$ cat src/rtl/boss_ctrl.sv
// boss_ctrl: boss behaviour scheduler.
// Aggro-based targeting, hop/wind-up/fire/cooldown sequencing, HP phases.
module boss_ctrl #(
    parameter int HOPS_PER_VOLLEY = 3,
    parameter int WINDUP_TICKS    = 20,
    parameter int SHOT_GAP        = 8,
    parameter int COOLDOWN_TICKS  = 45,
    parameter int AGGRO_HYST      = 2,
    parameter int LOCK_TICKS      = 60,
    parameter int PHASE2_HP       = 50,
    parameter int PHASE3_HP       = 20
) (
    input  logic        clk,
    input  logic        rst,
    input  logic        frame_tick,
    input  logic [1:0]  game_active,
    input  logic [6:0]  boss_hp,
    input  logic [11:0] char_x,
    input  logic [11:0] player_2_x,
    input  logic [3:0]  class_aggro,
    input  logic [3:0]  player_2_aggro,
    input  logic [11:0] boss_x,
    input  logic        boss_landed,
    output logic [11:0] target_x,
    output logic        target_sel,
    output logic        jump_en,
    output logic        fire,
    output logic        fire_dir,
    output logic [1:0]  phase
);

    typedef enum logic [2:0] {
        IDLE, HOP, WINDUP, FIRE, COOLDOWN, DEAD
    } state_t;

    state_t      state, state_n;
    logic [15:0] timer, timer_n;
    logic [15:0] gap, gap_n;
    logic [15:0] lock_cnt, lock_n;
    logic [7:0]  hop_cnt, hop_n;
    logic [1:0]  shot_cnt, shot_n;
    logic [1:0]  phase_n;
    logic        sel_n, dir_n;
    logic        fire_q, fire_n;
    logic        run, tick, land, shoot;
    logic [4:0]  c5, p5;

    assign run  = (game_active == 2'd1);
    assign tick = run & frame_tick;
    assign land = run & boss_landed & (state == HOP);
    assign c5   = {1'b0, class_aggro};
    assign p5   = {1'b0, player_2_aggro};

    assign target_x = target_sel ? player_2_x : char_x;
    assign jump_en  = run & (state == HOP);
    assign fire     = run & fire_q;

    always_comb begin
        state_n = state;
        timer_n = timer;
        gap_n   = gap;
        lock_n  = lock_cnt;
        hop_n   = hop_cnt;
        shot_n  = shot_cnt;
        phase_n = phase;
        sel_n   = target_sel;
        dir_n   = fire_dir;
        fire_n  = 1'b0;
        shoot   = 1'b0;

        if (tick) begin
            if (lock_cnt != 16'd0) begin
                lock_n = lock_cnt - 16'd1;
            end else if (!target_sel && p5 >= c5 + 5'(AGGRO_HYST)) begin
                sel_n  = 1'b1;
                lock_n = 16'(LOCK_TICKS);
            end else if (target_sel && c5 >= p5 + 5'(AGGRO_HYST)) begin
                sel_n  = 1'b0;
                lock_n = 16'(LOCK_TICKS);
            end
            // phase only ratchets upward
            if (boss_hp <= 7'(PHASE3_HP)) begin
                phase_n = 2'd2;
            end else if (boss_hp <= 7'(PHASE2_HP) && phase == 2'd0) begin
                phase_n = 2'd1;
            end
        end

        if (tick && boss_hp == 7'd0 && state != IDLE && state != DEAD) begin
            state_n = DEAD;
        end else begin
            case (state)
                IDLE: begin
                    if (tick) begin
                        state_n = HOP;
                        hop_n   = 8'd0;
                    end
                end
                HOP: begin
                    if (land) begin
                        hop_n = hop_cnt + 8'd1;
                        if (hop_n >= 8'(HOPS_PER_VOLLEY)) begin
                            state_n = WINDUP;
                            timer_n = 16'(WINDUP_TICKS >> phase);
                            dir_n   = !(target_x < boss_x);
                        end
                    end
                end
                WINDUP: begin
                    if (tick) begin
                        if (timer == 16'd0) shoot = 1'b1;
                        else timer_n = timer - 16'd1;
                    end
                end
                FIRE: begin
                    if (tick) begin
                        if (gap == 16'd0) shoot = 1'b1;
                        else gap_n = gap - 16'd1;
                    end
                end
                COOLDOWN: begin
                    if (tick) begin
                        if (timer == 16'd0) begin
                            state_n = HOP;
                            hop_n   = 8'd0;
                        end else begin
                            timer_n = timer - 16'd1;
                        end
                    end
                end
                default: ;
            endcase

            // wind-up expiry tick is also the first shot tick of the burst
            if (shoot) begin
                fire_n = 1'b1;
                shot_n = ((state == FIRE) ? shot_cnt : 2'd0) + 2'd1;
                gap_n  = 16'(SHOT_GAP);
                if (shot_n > phase) begin
                    state_n = COOLDOWN;
                    timer_n = 16'(COOLDOWN_TICKS);
                end else begin
                    state_n = FIRE;
                end
            end
        end
    end

    always_ff @(posedge clk or posedge rst) begin
        if (rst) begin
            state      <= IDLE;
            timer      <= 16'd0;
            gap        <= 16'd0;
            lock_cnt   <= 16'd0;
            hop_cnt    <= 8'd0;
            shot_cnt   <= 2'd0;
            phase      <= 2'd0;
            target_sel <= 1'b0;
            fire_dir   <= 1'b1;
            fire_q     <= 1'b0;
        end else if (game_active == 2'd0) begin
            state      <= IDLE;
            timer      <= 16'd0;
            gap        <= 16'd0;
            lock_cnt   <= 16'd0;
            hop_cnt    <= 8'd0;
            shot_cnt   <= 2'd0;
            phase      <= 2'd0;
            target_sel <= 1'b0;
            fire_dir   <= 1'b1;
            fire_q     <= 1'b0;
        end else begin
            state      <= state_n;
            timer      <= timer_n;
            gap        <= gap_n;
            lock_cnt   <= lock_n;
            hop_cnt    <= hop_n;
            shot_cnt   <= shot_n;
            phase      <= phase_n;
            target_sel <= sel_n;
            fire_dir   <= dir_n;
            fire_q     <= fire_n;
        end
    end

endmodule

$ cat config.mk
export PLATFORM = sky130hd
export DESIGN_NAME = boss_ctrl
export DESIGN_NICKNAME = d
export VERILOG_FILES = /design/src/rtl/boss_ctrl.sv
export SDC_FILE = /design/constraint.sdc
export NUM_CORES = 1
export LEC_CHECK = 0
export CELL_PAD_IN_SITES_DETAIL_PLACEMENT = 1
export CELL_PAD_IN_SITES_GLOBAL_PLACEMENT = 2
export CORE_MARGIN = 8
export CORE_UTILIZATION = 35
export CTS_CLUSTER_DIAMETER = 60
export DETAILED_ROUTE_END_ITERATION = 6
export PLACE_DENSITY_LB_ADDON = 0.1
export REMOVE_ABC_BUFFERS = 1
export SKIP_CTS_REPAIR_TIMING = 1
export SYNTH_ARGS = -nofsm -noshare
export SYNTH_HDL_FRONTEND = slang
export SYNTH_SLANG_ARGS = --single-unit
$ cat constraint.sdc
create_clock -name clk -period 4.9 [get_ports clk]
set_clock_uncertainty 0.2 [all_clocks]
set_input_delay 0.98 -clock clk [delete_from_list [all_inputs] [get_ports clk]]
set_output_delay 0.98 -clock clk [all_outputs]
set_load 0.02 [all_outputs]
# [After elaboration in Yosys (flattened, before gate mapping)]
# Cells that the tools add are included.
[totals] inputBits=57 register_bits=66 output_inout_bits=18 wordCells=150
[op_classes] muxes=65 n_addsub=7 n_eq_ne=18 reduce_logical=37 order_cmp=7 n_bitwise=5 n_shift=1
[ops] cell="$mux 16" count=19
[ops] cell="$mux 8" count=6
[ops] cell="$sub 16x1->16 const B" count=3
[ops] cell="$logic_not 16->1" count=2
[ops] cell="$pmux 16 s2" count=1
[ops] cell="$mux 3" count=9
[ops] cell="$pmux 8 s3" count=1
[ops] cell="$mux 1" count=18
[ops] cell="$mux 2" count=8
[ops] cell="$reduce_bool 16->1" count=1
[ops] cell="$shr 5x2->16 const A" count=1
[ops] cell="$ne 5x5->1 const B" count=3
[ops] cell="$reduce_bool 3->1" count=5
[ops] cell="$lt 12x12->1" count=1
[ops] cell="$mux 12" count=1
[ops] cell="$ne 3x3->1 const B" count=4
[ops] cell="$reduce_and 6->1" count=2
[ops] cell="$add 4x2->5 const B" count=2
[ops] cell="$ge 4x5->1" count=2
[ops] cell="$reduce_bool 2->1" count=5
[ops] cell="$pmux 3 s3" count=1
[ops] cell="$add 8x1->8 const B" count=1
[ops] cell="$ge 8x2->1 const B" count=1
[ops] cell="$reduce_and 4->1" count=2
[ops] cell="other kinds (25)" count=41

# [Logic depth before layout (Yosys ltp)]
[depth] word_depth=9 mapped_depth=12 ltp_nobuf=11

# [Worst setup path before layout]
# Ideal clock, no wire load.
[synth_timing] kind="input-to-reg" start="input port game_active[1]" end="register hop_cnt[7]" path_buffers=1 setup_slack_ps=1817 arrival_time_ps=2773 path_stages=8 setup_ps=110 required_time_ps=4590 path_cell_list="nand3b_1 -> or3_1 -> nor4_2 -> buf_2 -> nor2_1 -> o21ai_1 -> o21ai_0 -> o41ai_1"
[synth_between] elab_chain_cells=7 elab_cells_between_ends=16 cone_classes="eq/ne (6); mux (1); bitwise (3); reduce/logical (6)"
[synth_lines] item="start, declared" line="16" source="input logic [1:0] game_active,"
[synth_lines] item="$eq 2x1->1" line="48" source="assign run = (game_active == 2'd1);"
[synth_lines] item="$and 1x1->1" line="49" source="assign tick = run & frame_tick;"
[synth_lines] item="$logic_and 1x1->1 (3 in a row)" line="89" source="if (tick && boss_hp == 7'd0 && state != IDLE && state != DEAD) begin"
[synth_lines] item="$ne 2x1->1 (no line)"
[synth_lines] item="$reduce_and 6->1 (no line)"
[synth_lines] item="end signal, assigned" line="177" source="hop_cnt <= hop_n;"
[synth_lines] item="end, declared" line="40" source="logic [7:0] hop_cnt, hop_n;"
# Parallel ways exist; a longest one is shown, timed or not.
# A chain may end at the register's enable or synchronous reset.

# [Worst setup path in the final report]
[layout_timing] start="input port game_active[0]" end="output port fire"
[layout_between] elab_chain_cells=2
[layout_lines] item="$eq 2x1->1" line="48"
[layout_lines] item="$and 1x1->1" line="56" source="assign fire = run & fire_q;"
[layout_lines] item="end, declared" line="27" source="output logic fire,"
# No other way between the ends.

==> out/results.ini <==
[detailed_routing]
ant_nets=0
drtPass1Iterations=4
drt_first_iter_violations=202
viasPerCell=5.70
drc=0
vias=4794
post_drt_wl_per_cell_microns=18.7
routed_wirelength_microns=15800

[placement]
place_ws_ns=0.880
hpwl_microns=12000
placed_area_sq_um=5890
port_buffers=74
place_congestion=0.791

[power_and_ir_drop]
pwr-share-comb=0.473
power_frac_clock=0.226
p_switching_mw=1.30
vdd_drop_max_uv=272
p_int_mw=1.71
switching_share=0.432
leakage_nw=2.63
seq_power_share=0.300
cellPowerDensity_nw_per_um2=486

[yosys]
avgSynthCellArea_sq_um=8.46
yosysWarnings=0
async_flop_share=1.00
synth_edf_count=0
yosysSeqAreaShare=0.336
ys_types=72
synth_ff_type=dfrtp_1
synth_seq_cells=66
netlist_area_sq_um=4920
syn_inst=581
synth.area.top_cells=dfrtp_1 33%, ha_1 7.6%, o21ai_0 5.1%, a21oi_1 4.5%, nor2_1 3.5%
synth.largest_area_cell=dfrtp_1
synth_top_area_share=0.331

[floorplan]
fp.coreArea_sq_um=13800
num_io_pins=75
die_x_microns=135
rows=43
dieArea_sq_um=18100
die_h_microns=135
initial_core_util=0.356

[global_routing]
grt_max_degree=33
overflow=0
globalRouteMet3Util=0.0461
gr-usage-met2=0.316
grt_first_pass_wirelength_microns=26300
grtUsageTotal=0.181
antenna_found_initial=0
grtUsageMet1=0.212
grt_pass1_vias=5137
grt_busiest_layer=met2

[critical_path]
path_cells=clkdlybuf4s50_1, nor2b_1, and2_1, clkdlybuf4s50_1
required_ns=3.72
path_class=input port to output port
crit_slowest_cell=clkdlybuf4s50_1
critPathMaxFanout=8
startpoint_type=input port
max_stage_delay_ns=0.64
path_delay_family=buffers and inverters
worstPathArrival_ns=2.65
cp-end-kind=output port
cpMostUsedCell=clkdlybuf4s50_1
path_buf_inv=2

[sta]
drv_slew=0
max_freq_mhz=261
hold_violations=0
setup_tns_ns=0
finalSetupViolCount=0
maxSlewHeadroom=0.461
timing.final.crit_share=0.782
setup_ws_ns=1.07
post-route-min-period_ns=3.83
rsz0062_at_grt=false
worstMarginPinSlew_ns=0.803

[clock_network]
clock-sinks=66
cts_made_buffers=9
root_buffer=clkbuf_16
h-tree-depth=3
worstSkewPairLatency_ns=0.35
clk_transition_reported_paths_ns=0.06
cts.path.max_buffers=2
cts_tree=done

[finish]
fin_nets=743
final_common_cell=clkdlybuf4s50_1
drive_gt1_frac=0.104
n_fill_cell=1626
antennaDiodeCount=0
final_cell_mix=74 x clkdlybuf4s50_1, 65 x dfrtp_1, 50 x o21ai_0
area_growth_pct=26.0
final_area_sq_um=6200

[run]
cap_violations=0

[worst_hold_path]
min_path_type=flop to flop

[run_status]
outcome=completed

==> layer usage <==
layer,routed length [microns],share of wire
met1,6980,0.44
met4,295,0.019
met2,7930,0.50
met3,542,0.034
met5,0,0
==> area by class of cell <==
class                   count  area, sq um  area share
repair buffers             87          838       0.135
clock inverters             4         50.0     0.00808
well taps                 180          225      0.0363
inverters                  29          109      0.0176
multi-input cells         463         3060       0.495
flip-flops and latches     66         1650       0.267
clock buffers              12          256      0.0414
==> flip-flops by register name (all words and copies together), names as in the netlist <==
signal,flops
shot_cnt,2
fire_dir,1
fire_q,1
state,3
hop_cnt,8
gap,16
timer,16
phase,2
lock_cnt,16
target_sel,1
==> cells in the mapped netlist, types with 3 or more instances <==
master	n
a211o_1	3
a21o_1	7
a21oi_1	44
a22o_1	4
a31oi_1	8
and2_1	3
and3_1	6
clkbuf_1	17
dfrtp_1	65
ha_1	30
inv_1	29
mux2_2	14
nand2_1	42
nand2b_1	8
nand3_1	28
nand3b_1	8
nand4_1	7
nor2_1	46
nor2b_1	8
nor3_1	22
nor3b_1	3
nor4_1	11
nor4_2	3
o2111ai_1	3
o211ai_1	5
o21a_1	5
o21ai_0	50
o31a_1	3
o31ai_1	7
o41ai_1	3
or2_2	5
or3_1	10
or4_1	4
xnor2_1	6
xor2_1	12
==> worst paths after layout <==
check                               startpoint         end  cells after the start  slack (ns)
min in group asynchronous                  rst     gap[13]                      2        0.86
worst max register to register        timer[0]   timer[13]                     10        1.36
max in group asynchronous                  rst  hop_cnt[4]                      3        2.81
worst min-delay path                hop_cnt[7]  hop_cnt[7]                      1        0.33
worst max-delay path            game_active[0]        fire                      4        1.07
worst min register to register      hop_cnt[7]  hop_cnt[7]                      1        0.33
==> logic make-up (layout without fill, tap and decap cells) <==
logic type,count (synthesis),in the layout,share of synthesized area
muxes,16,16,0.0361
and+or+nand+nor,229,229,0.251
xor gates and xnor gates,18,18,0.0321
DFF,66,66,0.336
adders and majority gates,30,30,0.0763
AOI/OAI and AO/OA,170,170,0.226
buffers and inverters,52,132,0.0425
==> power groups by stage <==
| stage | Sequential (mW) | Combinational, mW | Clock (mW) |
|---|---|---|---|
| 2_1_floorplan | 0.854 | 1.02 | 0 |
| 3_3_place_gp | 0.902 | 1.40 | 0 |
| 3_5_place_dp | 0.912 | 1.43 | 0 |
| 4_1_cts | 0.904 | 1.44 | 0.698 |
| 5_1_grt | 0.935 | 1.60 | 0.719 |
| 6_report | 0.905 | 1.43 | 0.681 |
==> per-stage QoR <==
stage	std cells	total power, mW	hold WS (ns)	util
floorplan	558	1.87	0.273	-
global placement	825	2.30	0.292	0.426
detailed placement	825	2.34	0.327	0.426
CTS	841	3.04	0.334	0.448
global route	841	3.25	0.364	0.448
finish	841	3.01	0.326	0.448
(Power assumes the default switching activity.)
